==> config.mk <==
export PLATFORM = sky130hd
export DESIGN_NAME = sensor_dma_arbiter_flat
export DESIGN_NICKNAME = d
export VERILOG_FILES = /design/src/rtl/sensor_dma_arbiter_pkg.sv /design/src/rtl/sensor_dma_arbiter_if.sv /design/src/rtl/sensor_tick_gen.sv /design/src/rtl/sensor_dma_arbiter.sv /design/src/flat_wrapper.sv
export SDC_FILE = /design/constraint.sdc
export NUM_CORES = 1
export LEC_CHECK = 0
export ABC_AREA = 0
export ABC_CLOCK_PERIOD_IN_PS = 5880
export BUFFER_PORTS_ARGS = -buffer_cell sky130_fd_sc_hd__buf_2
export CELL_PAD_IN_SITES_DETAIL_PLACEMENT = 1
export CELL_PAD_IN_SITES_GLOBAL_PLACEMENT = 1
export CORE_MARGIN = 3
export CORE_UTILIZATION = 26
export DETAILED_ROUTE_END_ITERATION = 10
export PLACE_DENSITY_LB_ADDON = 0.1
export SLEW_MARGIN = 20
export SYNTH_ARGS = -nofsm -noshare
export SYNTH_HDL_FRONTEND = slang
export SYNTH_HIERARCHICAL = 1
export SYNTH_SLANG_ARGS = --single-unit
==> constraint.sdc <==
create_clock -name clock -period 5.88 [get_ports clock]
set_clock_uncertainty 0.1 [all_clocks]
set_input_delay 0 -clock clock [delete_from_list [all_inputs] [get_ports clock]]
set_output_delay 0 -clock clock [all_outputs]
set_load 0.05 [all_outputs]
==> src/rtl/sensor_dma_arbiter_pkg.sv <==
// Shared types and widths for the sensor DMA arbiter: arbiter state enum and
// the memory-interface / counter widths used by every file of the block.
package sensor_dma_arbiter_pkg;
  localparam int ADDR_W = 12;
  localparam int DATA_W = 32;
  localparam int CNT_W  = 8;
  localparam int TS_W   = 24;
  localparam int PIN_W  = 8;

  typedef enum logic [1:0] {
    IDLE    = 2'd0,
    PENDING = 2'd1,
    FORCE   = 2'd2
  } arb_state_e;
endpackage

==> src/rtl/sensor_dma_arbiter_if.sv <==
// Data-memory bus seen by the arbiter: processor request side in, RAM port out.
// Handshake: cpu_req marks a processor access this cycle; when cpu_stall is high
// the processor must hold that same access and retry on the next cycle.
interface sensor_dma_arbiter_if;
  import sensor_dma_arbiter_pkg::*;

  logic              cpu_req;
  logic              cpu_wren;
  logic [ADDR_W-1:0] cpu_addr;
  logic [DATA_W-1:0] cpu_data;
  logic              cpu_stall;
  logic              ram_wEn;
  logic [ADDR_W-1:0] ram_addr;
  logic [DATA_W-1:0] ram_dataIn;

  // master: processor/RAM environment; slave: the arbiter itself
  modport master (
    output cpu_req, cpu_wren, cpu_addr, cpu_data,
    input  cpu_stall, ram_wEn, ram_addr, ram_dataIn
  );

  modport slave (
    input  cpu_req, cpu_wren, cpu_addr, cpu_data,
    output cpu_stall, ram_wEn, ram_addr, ram_dataIn
  );
endinterface

==> src/rtl/sensor_tick_gen.sv <==
// Sensor pin synchronizer plus the sample-interval timer that produces the
// one-cycle sampling tick.
module sensor_tick_gen
  import sensor_dma_arbiter_pkg::*;
#(
  parameter int PERIOD = 1000
) (
  input  logic             clock,
  input  logic             reset,
  input  logic             i_enable,
  input  logic [PIN_W-1:0] i_pins,
  output logic [PIN_W-1:0] o_sync,
  output logic             o_tick
);
  localparam int TW = $clog2(PERIOD);
  localparam logic [TW-1:0] TIMER_LAST = TW'(PERIOD - 1);

  logic [PIN_W-1:0] r_meta;
  logic [PIN_W-1:0] r_sync;
  logic [TW-1:0]    r_timer;

  always_ff @(posedge clock or posedge reset) begin
    if (reset) begin
      r_meta  <= '0;
      r_sync  <= '0;
      r_timer <= '0;
    end else begin
      r_meta <= i_pins;
      r_sync <= r_meta;
      if (!i_enable || (r_timer == TIMER_LAST)) r_timer <= '0;
      else                                      r_timer <= r_timer + TW'(1);
    end
  end

  assign o_sync = r_sync;
  assign o_tick = i_enable && (r_timer == TIMER_LAST);
endmodule

==> src/rtl/sensor_dma_arbiter.sv <==
// Shares the data-memory port between the processor (priority) and a periodic
// sensor-sampling DMA writing a RAM ring buffer. Build option SENSOR_TIMESTAMP_EN
// prefixes each stored sample with a 24-bit cycle timestamp taken at its tick.
module sensor_dma_arbiter
  import sensor_dma_arbiter_pkg::*;
#(
  parameter int                PERIOD    = 1000,
  parameter int                DEPTH     = 16,
  parameter logic [ADDR_W-1:0] BASE_ADDR = 12'hF00,
  parameter int                MAX_WAIT  = 8
) (
  input  logic             clock,
  input  logic             reset,
  input  logic             enable,
  input  logic [PIN_W-1:0] in_pins,
  sensor_dma_arbiter_if.slave bus,
  output logic [CNT_W-1:0] head_ptr,
  output logic [CNT_W-1:0] overrun_count,
  output arb_state_e       o_dbg_state
);
  localparam logic [CNT_W-1:0] HEAD_LAST = CNT_W'(DEPTH - 1);
  localparam logic [CNT_W-1:0] WAIT_LAST = CNT_W'(MAX_WAIT - 1);

  arb_state_e        r_state, w_state_n;
  logic [CNT_W-1:0]  r_wait, w_wait_n;
  logic [CNT_W-1:0]  r_head;
  logic [CNT_W-1:0]  r_ovr;
  logic [PIN_W-1:0]  r_sample;
  logic [PIN_W-1:0]  w_sync;
  logic              w_tick;
  logic              w_grant;
  logic              w_stall;
  logic              w_accept;
  logic [DATA_W-1:0] w_word;

  sensor_tick_gen #(.PERIOD(PERIOD)) u_tick_gen (
    .clock    (clock),
    .reset    (reset),
    .i_enable (enable),
    .i_pins   (in_pins),
    .o_sync   (w_sync),
    .o_tick   (w_tick)
  );

  assign w_accept = w_tick && (r_state == IDLE);

`ifdef SENSOR_TIMESTAMP_EN
  logic [TS_W-1:0] r_cycle;
  logic [TS_W-1:0] r_ts;

  always_ff @(posedge clock or posedge reset) begin
    if (reset) begin
      r_cycle <= '0;
      r_ts    <= '0;
    end else begin
      r_cycle <= r_cycle + TS_W'(1);
      if (w_accept) r_ts <= r_cycle;
    end
  end

  assign w_word = {r_ts, r_sample};
`else
  assign w_word = {{(DATA_W - PIN_W){1'b0}}, r_sample};
`endif

  always_comb begin
    w_state_n = r_state;
    w_wait_n  = r_wait;
    w_grant   = 1'b0;
    w_stall   = 1'b0;
    case (r_state)
      IDLE: begin
        if (w_tick) begin
          w_state_n = PENDING;
          w_wait_n  = '0;
        end
      end
      PENDING: begin
        if (!bus.cpu_req) begin
          w_grant   = 1'b1;
          w_state_n = IDLE;
        end else if (r_wait == WAIT_LAST) begin
          w_state_n = FORCE;
        end else begin
          w_wait_n = r_wait + CNT_W'(1);
        end
      end
      FORCE: begin
        w_grant   = 1'b1;
        w_stall   = 1'b1;
        w_state_n = IDLE;
      end
      default: w_state_n = IDLE;
    endcase
  end

  always_ff @(posedge clock or posedge reset) begin
    if (reset) begin
      r_state  <= IDLE;
      r_wait   <= '0;
      r_head   <= '0;
      r_ovr    <= '0;
      r_sample <= '0;
    end else begin
      r_state <= w_state_n;
      r_wait  <= w_wait_n;
      if (w_accept) r_sample <= w_sync;
      if (w_grant) r_head <= (r_head == HEAD_LAST) ? '0 : r_head + CNT_W'(1);
      // A tick arriving while a sample is still outstanding is lost
      if (w_tick && (r_state != IDLE) && (r_ovr != '1)) r_ovr <= r_ovr + CNT_W'(1);
    end
  end

  assign bus.cpu_stall  = w_stall;
  assign bus.ram_wEn    = reset ? 1'b0 : (w_grant ? 1'b1 : bus.cpu_wren);
  assign bus.ram_addr   = w_grant ? BASE_ADDR + {{(ADDR_W - CNT_W){1'b0}}, r_head} : bus.cpu_addr;
  assign bus.ram_dataIn = w_grant ? w_word : bus.cpu_data;

  assign head_ptr      = r_head;
  assign overrun_count = r_ovr;
  assign o_dbg_state   = r_state;
endmodule
==> src/flat_wrapper.sv <==
// flat-port wrapper written by rule: the top's interface ports become plain ports
module sensor_dma_arbiter_flat import sensor_dma_arbiter_pkg::*;
#(
  parameter int                PERIOD    = 1000,
  parameter int                DEPTH     = 16,
  parameter logic [ADDR_W-1:0] BASE_ADDR = 12'hF00,
  parameter int                MAX_WAIT  = 8
)
  (clock, reset, enable, in_pins, head_ptr, overrun_count, o_dbg_state, bus_cpu_req, bus_cpu_wren, bus_cpu_addr, bus_cpu_data, bus_cpu_stall, bus_ram_wEn, bus_ram_addr, bus_ram_dataIn);
  sensor_dma_arbiter_if bus_i ();
  input  logic clock;
  input  logic reset;
  input  logic enable;
  input  logic [PIN_W-1:0] in_pins;
  output logic [CNT_W-1:0] head_ptr;
  output logic [CNT_W-1:0] overrun_count;
  output arb_state_e o_dbg_state;
  input wire logic [$bits(bus_i.cpu_req)-1:0] bus_cpu_req;
  input wire logic [$bits(bus_i.cpu_wren)-1:0] bus_cpu_wren;
  input wire logic [$bits(bus_i.cpu_addr)-1:0] bus_cpu_addr;
  input wire logic [$bits(bus_i.cpu_data)-1:0] bus_cpu_data;
  output wire logic [$bits(bus_i.cpu_stall)-1:0] bus_cpu_stall;
  output wire logic [$bits(bus_i.ram_wEn)-1:0] bus_ram_wEn;
  output wire logic [$bits(bus_i.ram_addr)-1:0] bus_ram_addr;
  output wire logic [$bits(bus_i.ram_dataIn)-1:0] bus_ram_dataIn;
  assign bus_i.cpu_req = bus_cpu_req;
  assign bus_i.cpu_wren = bus_cpu_wren;
  assign bus_i.cpu_addr = bus_cpu_addr;
  assign bus_i.cpu_data = bus_cpu_data;
  assign bus_cpu_stall = bus_i.cpu_stall;
  assign bus_ram_wEn = bus_i.ram_wEn;
  assign bus_ram_addr = bus_i.ram_addr;
  assign bus_ram_dataIn = bus_i.ram_dataIn;
  sensor_dma_arbiter #(.PERIOD(PERIOD), .DEPTH(DEPTH), .BASE_ADDR(BASE_ADDR), .MAX_WAIT(MAX_WAIT)) u_core (.clock(clock), .reset(reset), .enable(enable), .in_pins(in_pins), .bus(bus_i), .head_ptr(head_ptr), .overrun_count(overrun_count), .o_dbg_state(o_dbg_state));
endmodule
### After elaboration in Yosys (flattened, before gate mapping)

Cells that the tools add are included.
Widths: inputs -> output; s select.

* shift-type cells: 0
* div/mod/pow operators: 0
* $lt $le $gt $ge: 0
* equality and inequality tests: 10
* bitwise logic cells: 0
* muxes and demuxes: 17
* multiply operators: 0
* $add $sub $neg: 5
* reductions and logical operators: 11

Operators with widths (number)
* $mux 32: 1
* $mux 8: 4
* $add 8x1->8 const B: 3
* $pmux 8 s2: 1
* $mux 12: 1
* $add 10x1->10 const B: 1
* $add 9x9->10 const A: 1
* $eq 10x10->1 const B: 1
* $mux 10: 1
* $eq 8x3->1 const B: 1
* $eq 8x4->1 const B: 1
* $ne 8x8->1 const B: 1
* $mux 2: 3
* $logic_and 1x1->1: 4
* $mux 1: 4
* $ne 2x2->1 const B: 2
* $pmux 2 s2: 1
* $reduce_and 4->1: 1
* $reduce_bool 2->1: 2
* $ne 3x2->1 const B: 1
* $eq 2x1->1 const B: 1
* $eq 2x2->1 const B: 1
* $logic_not 2->1: 1
* $ne 2x1->1 const B: 1
* other kinds (4): 4

* output and inout port bits: 64
* input bits: 57
* memory bits (writable): 0
* memories: 0
* bits in latches: 0
* register bits: 60
* bits in read-only memories: 0

### Longest topological paths before layout

* depth in word-level cells: 4
* mapped depth: 10
* mapped depth without buffers: 9

### By module

The synthesis kept the hierarchy.

By module, submodules not included
* sensor_dma_arbiter: area an instance 2064.5 um^2, cells each 208, seq. area each 850.8 um^2, times used 1
* sensor_tick_gen: area an instance 934.6 um^2, cells each 71, seq. area each 650.6 um^2, times used 1

### Worst setup path after synthesis

Ideal clock, no wire load.

* path type: register to output
* start point: register u_core.r_state[1], in the netlist u_core/o_dbg_state[1]
* end point: output port bus_ram_wEn
* path slack: 3298 ps
* arrival time: 2482 ps
* stages on the path, launching flop included: 5
* path through: dfrtp_1 -> ha_1 -> o21ai_1 -> clkbuf_1 -> a21oi_1

* word-level cells in the longest chain between the ends: 4

Ends and longest elaborated chain
* from (decl): line sensor_dma_arbiter.sv:24 `arb_state_e r_state, w_state_n;`
* from (signal assigned): line sensor_dma_arbiter.sv:105 `r_state <= w_state_n;`
* $eq 2x2->1 / $eq 2x1->1 (equally long branches): line sensor_dma_arbiter.sv:71 `case (r_state)`
* $pmux 1 s2 (*): line sensor_dma_arbiter.sv:71
* $mux 1 (*) (2 in a row): line sensor_dma_arbiter.sv:115 `assign bus.ram_wEn = reset ? 1'b0 : (w_grant ? 1'b1 : bus.cpu_wren);`
* to (decl): line flat_wrapper.sv:23 `output wire logic [$bits(bus_i.ram_wEn)-1:0] bus_ram_wEn;`

Every way passes the cells marked *; elsewhere a longest branch is shown, timed or not.

### Worst setup path after layout

* start point: register u_core.u_tick_gen.r_timer[0]
* end point: register u_core.r_wait[2]

* word-level cells in the longest chain between the ends: 4

Ends and longest elaborated chain
* from (decl): line sensor_tick_gen.sv:20 `logic [TW-1:0] r_timer;`
* from (signal assigned): line sensor_tick_gen.sv:31 `else r_timer <= r_timer + TW'(1);`
* $eq 10x10->1: line sensor_tick_gen.sv:36 `assign o_tick = i_enable && (r_timer == TIMER_LAST);`
* $logic_and 1x1->1: line sensor_tick_gen.sv:36
* via u_core.w_tick: line sensor_dma_arbiter.sv:30 `logic w_tick;`
* $ne 2x1->1 (no source line)
* $reduce_and 4->1 (no source line)
* to (signal assigned): line sensor_dma_arbiter.sv:106 `r_wait <= w_wait_n;`
* to (decl): line sensor_dma_arbiter.sv:25 `logic [CNT_W-1:0] r_wait, w_wait_n;`

The timed path passes the listed nets, and every way through them passes these cells.
A chain may end at the register's enable or synchronous reset.

==> impl_metrics.yaml <==
run_status:
  status: "completed"
critical_path:
  crit_path_start: "u_core/u_tick_gen/r_timer[0]$_DFF_PP0_"
  cp-endpoint: "u_core/r_wait[2]$_DFFE_PP0P_"
  r2r_start: "u_core/u_tick_gen/r_timer[0]$_DFF_PP0_"
  required_ps: 5980
  crit_fanout: 11
  worstRegToRegCells: 9
  worstPathArrival_ps: 3120
  worstSetupStartpointType: "register"
  critPathCaptureType: "register"
  r2r-end: "u_core/r_wait[2]$_DFFE_PP0P_"
  worstSetupPathType: "reg -> reg"
  reg2reg_slack_ps: 2860
yosys:
  ys_warn_count: 6
  synth_area_per_cell_sq_um: 10.7
  synth.most_common_cell: "dfrtp_1"
  ys_ff_latch: 60
  ys_top_cells_by_area: "dfrtp_1, mux2_2, and2_1"
  synth_cell_type_count: 46
  synth_area_leader_cell: "dfrtp_1"
  ys.flop_type: "dfrtp_1"
  synth_edf_count: 0
  syn_inst: 279
  async_reset_ff_share_pct: 100
  synthTopCellsByCount: "dfrtp_1, mux2_2, and2_1"
  synth_area_sq_mm: 0.00300
  synth.top_cell.area_share_pct: 50.1
  yosysSeqAreaShare_pct: 50.1
  synth_fp_nets: 344
sta:
  period_share_pct: 51.4
  setup_violations: 0
  post-route-min-period_ps: 3020
  tightest_slew_ps: 693
  timing.hold.ws_ps: 216
  hold_viol: 0
  rsz0062_at_grt: "no"
  tns_ps: 0
  final-max-slew-violation-count: 0
  fmax_mhz: 331
  max-slew-margin-rel_pct: 53.6
clock_tree:
  clk_pin_slew_worst_paths_ps: 60
  cts_buffers: 9
  clock-sinks: 60
  clock-root-buffer: "clkbuf_16"
  cts_buffer_depth: 2
  cts_tree: "built"
  clk_latency_ps: 320
  htree_levels: 3
finish:
  fillers: 1275
  antenna_cells: 0
  drive_above_1_share_pct: 41.8
  areaGrowthSynthToFinish_pct: 40.5
  multi_input_area_sq_mm: 0.00144
  finalNetCount: 481
  regArea_sq_mm: 0.00150
global_routing:
  grt_max_degree: 53
  antenna_found_initial: 0
  track_usage_pct: 12.5
  grt_pass1_vias: 2655
  grt_overflow: 0
  grt_pass1_wl_mm: 13.0
routing:
  dr_wl_met3_um: 476
  wl_met2_mm: 3.81
  drc: 0
  highest_layer: "met4"
  ant_nets: 0
  drt-met1-wl_mm: 3.37
  routed_wl_mm: 7.75
  dr.pass1.iters: 4
  num_vias: 2537
  routed_via_density: 4.52
  wl_per_cell_um: 13.8
  drtIter0Drc: 56
floorplan:
  fp.coreArea_sq_mm: 0.0111
  design.die.area_sq_mm: 0.0129
  die_h_um: 113
  start_util_pct: 27.1
  die_width_um: 113
  io_pins: 121
  rows: 38
job:
  maxCapViolCount: 0
place:
  routabilityCongestion: 0.747
  io_buffer_count: 120
  hpwl_mm: 5.87
power_and_ir_drop:
  internal-power_uw: 992
  seqPwrFrac_pct: 28.5
  power.leakage_uw: 0.00211
  pwr-share-comb_pct: 40.8
  power.density_mw_per_mm2: 412
  clockPowerShare_pct: 30.7
  worst_ir_drop_vdd_uv: 178
  p_sw_uw: 745
  switching_share_pct: 42.9
worst_hold_path:
  hold_depth: 2
  hold_path.class: "in -> reg"
## power by group through the flow
stage                     combinational (uW)  sequential, uW  clock, uW
after CTS                                704             496        553
after global routing                     757             503        577
after global placement                   692             502          0
final                                    708             495        533
after detailed placement                 698             503          0
after floorplan                          476             557          0
## sequential cells by signal, summed over array words and instances (netlist names)
signal                     flops
u_core/overrun_count           8
u_core/u_tick_gen/o_sync       8
u_core/u_tick_gen/r_meta       8
u_core/r_wait                  8
u_core/o_dbg_state             2
u_core/head_ptr                8
u_core/r_sample                8
u_core/u_tick_gen/r_timer     10
## per-layer routing
layer	vias to the layer above	track usage, %
met4	0	4.17
met2	71	21.6
met5	-	0
met3	6	3.18
met1	1218	15.3
li1	1242	-
## cell families after synthesis
family	Yosys count	share of synthesized area [%]
AOI/OAI and AO/OA	37	8.14
xor gates and xnor gates	17	4.96
adders and majority gates	8	3.34
buffers and inverters	17	2.17
DFF	60	50.1
muxes	25	9.39
and+or+nand+nor	115	21.9
## area by class of cell
cell class | instances | area share (%)
Sequential cell | 60 | 35.6
Multi-Input combinational cell | 202 | 34.3
Timing Repair Buffer | 133 | 17.7
Clock buffer | 10 | 5.67
Tap cell | 140 | 4.16
Clock inverter | 6 | 1.66
Inverter | 10 | 0.891
## worst min path at each step
stage	start	end	slack (ps)
floorplan	in_pins[0]	u_core/u_tick_gen/r_meta[0]$_DFF_PP0_	-70
global placement	in_pins[7]	u_core/u_tick_gen/r_meta[7]$_DFF_PP0_	9
detailed placement	in_pins[2]	u_core/u_tick_gen/r_meta[2]$_DFF_PP0_	10
CTS	in_pins[2]	u_core/u_tick_gen/r_meta[2]$_DFF_PP0_	200
global route	in_pins[7]	u_core/u_tick_gen/r_meta[7]$_DFF_PP0_	220
finish	in_pins[2]	u_core/u_tick_gen/r_meta[2]$_DFF_PP0_	220
## placed cells by master, fill, tap and decap left out, types with 10 or more instances in the layout
cell type,netlist,final
and2_1,24,24
buf_2,1,120
dfrtp_1,60,60
dlygate4sd3_1,0,11
mux2_2,25,25
nand2_1,19,19
nand2b_1,10,10
nand3_1,13,13
nor2_1,16,16
xor2_1,14,14
## through the flow
stage / util (%) / area (sq um) / total power (uW) / setup WS, ps / std cells
finish: 38.0 / 4210 / 1740 / 2860 / 561
global route: 38.0 / 4210 / 1840 / 2490 / 561
CTS: 37.8 / 4190 / 1750 / 2730 / 560
detailed placement: 34.0 / 3770 / 1200 / 2830 / 533
global placement: 34.0 / 3770 / 1190 / 2970 / 533
floorplan: - / 3000 / 1030 / 3300 / 279
## timing repair
action	CTS	global route
gates resized for setup	0	0
hold buffers	11	0
endpoints found under the hold margin	76	0
setup buffers	0	0
## worst max-delay path, stage by stage (launching register included)
cell and delay (ps):
dfrtp_1 410, ha_1 240, nand2_2 110, nor4b_4 330
nand3_1 150, nor2_1 230, nand2_1 320, a21o_1 370
or2_2 390, a22o_1 250
Note: power is estimated with default switching activity, not from simulation.
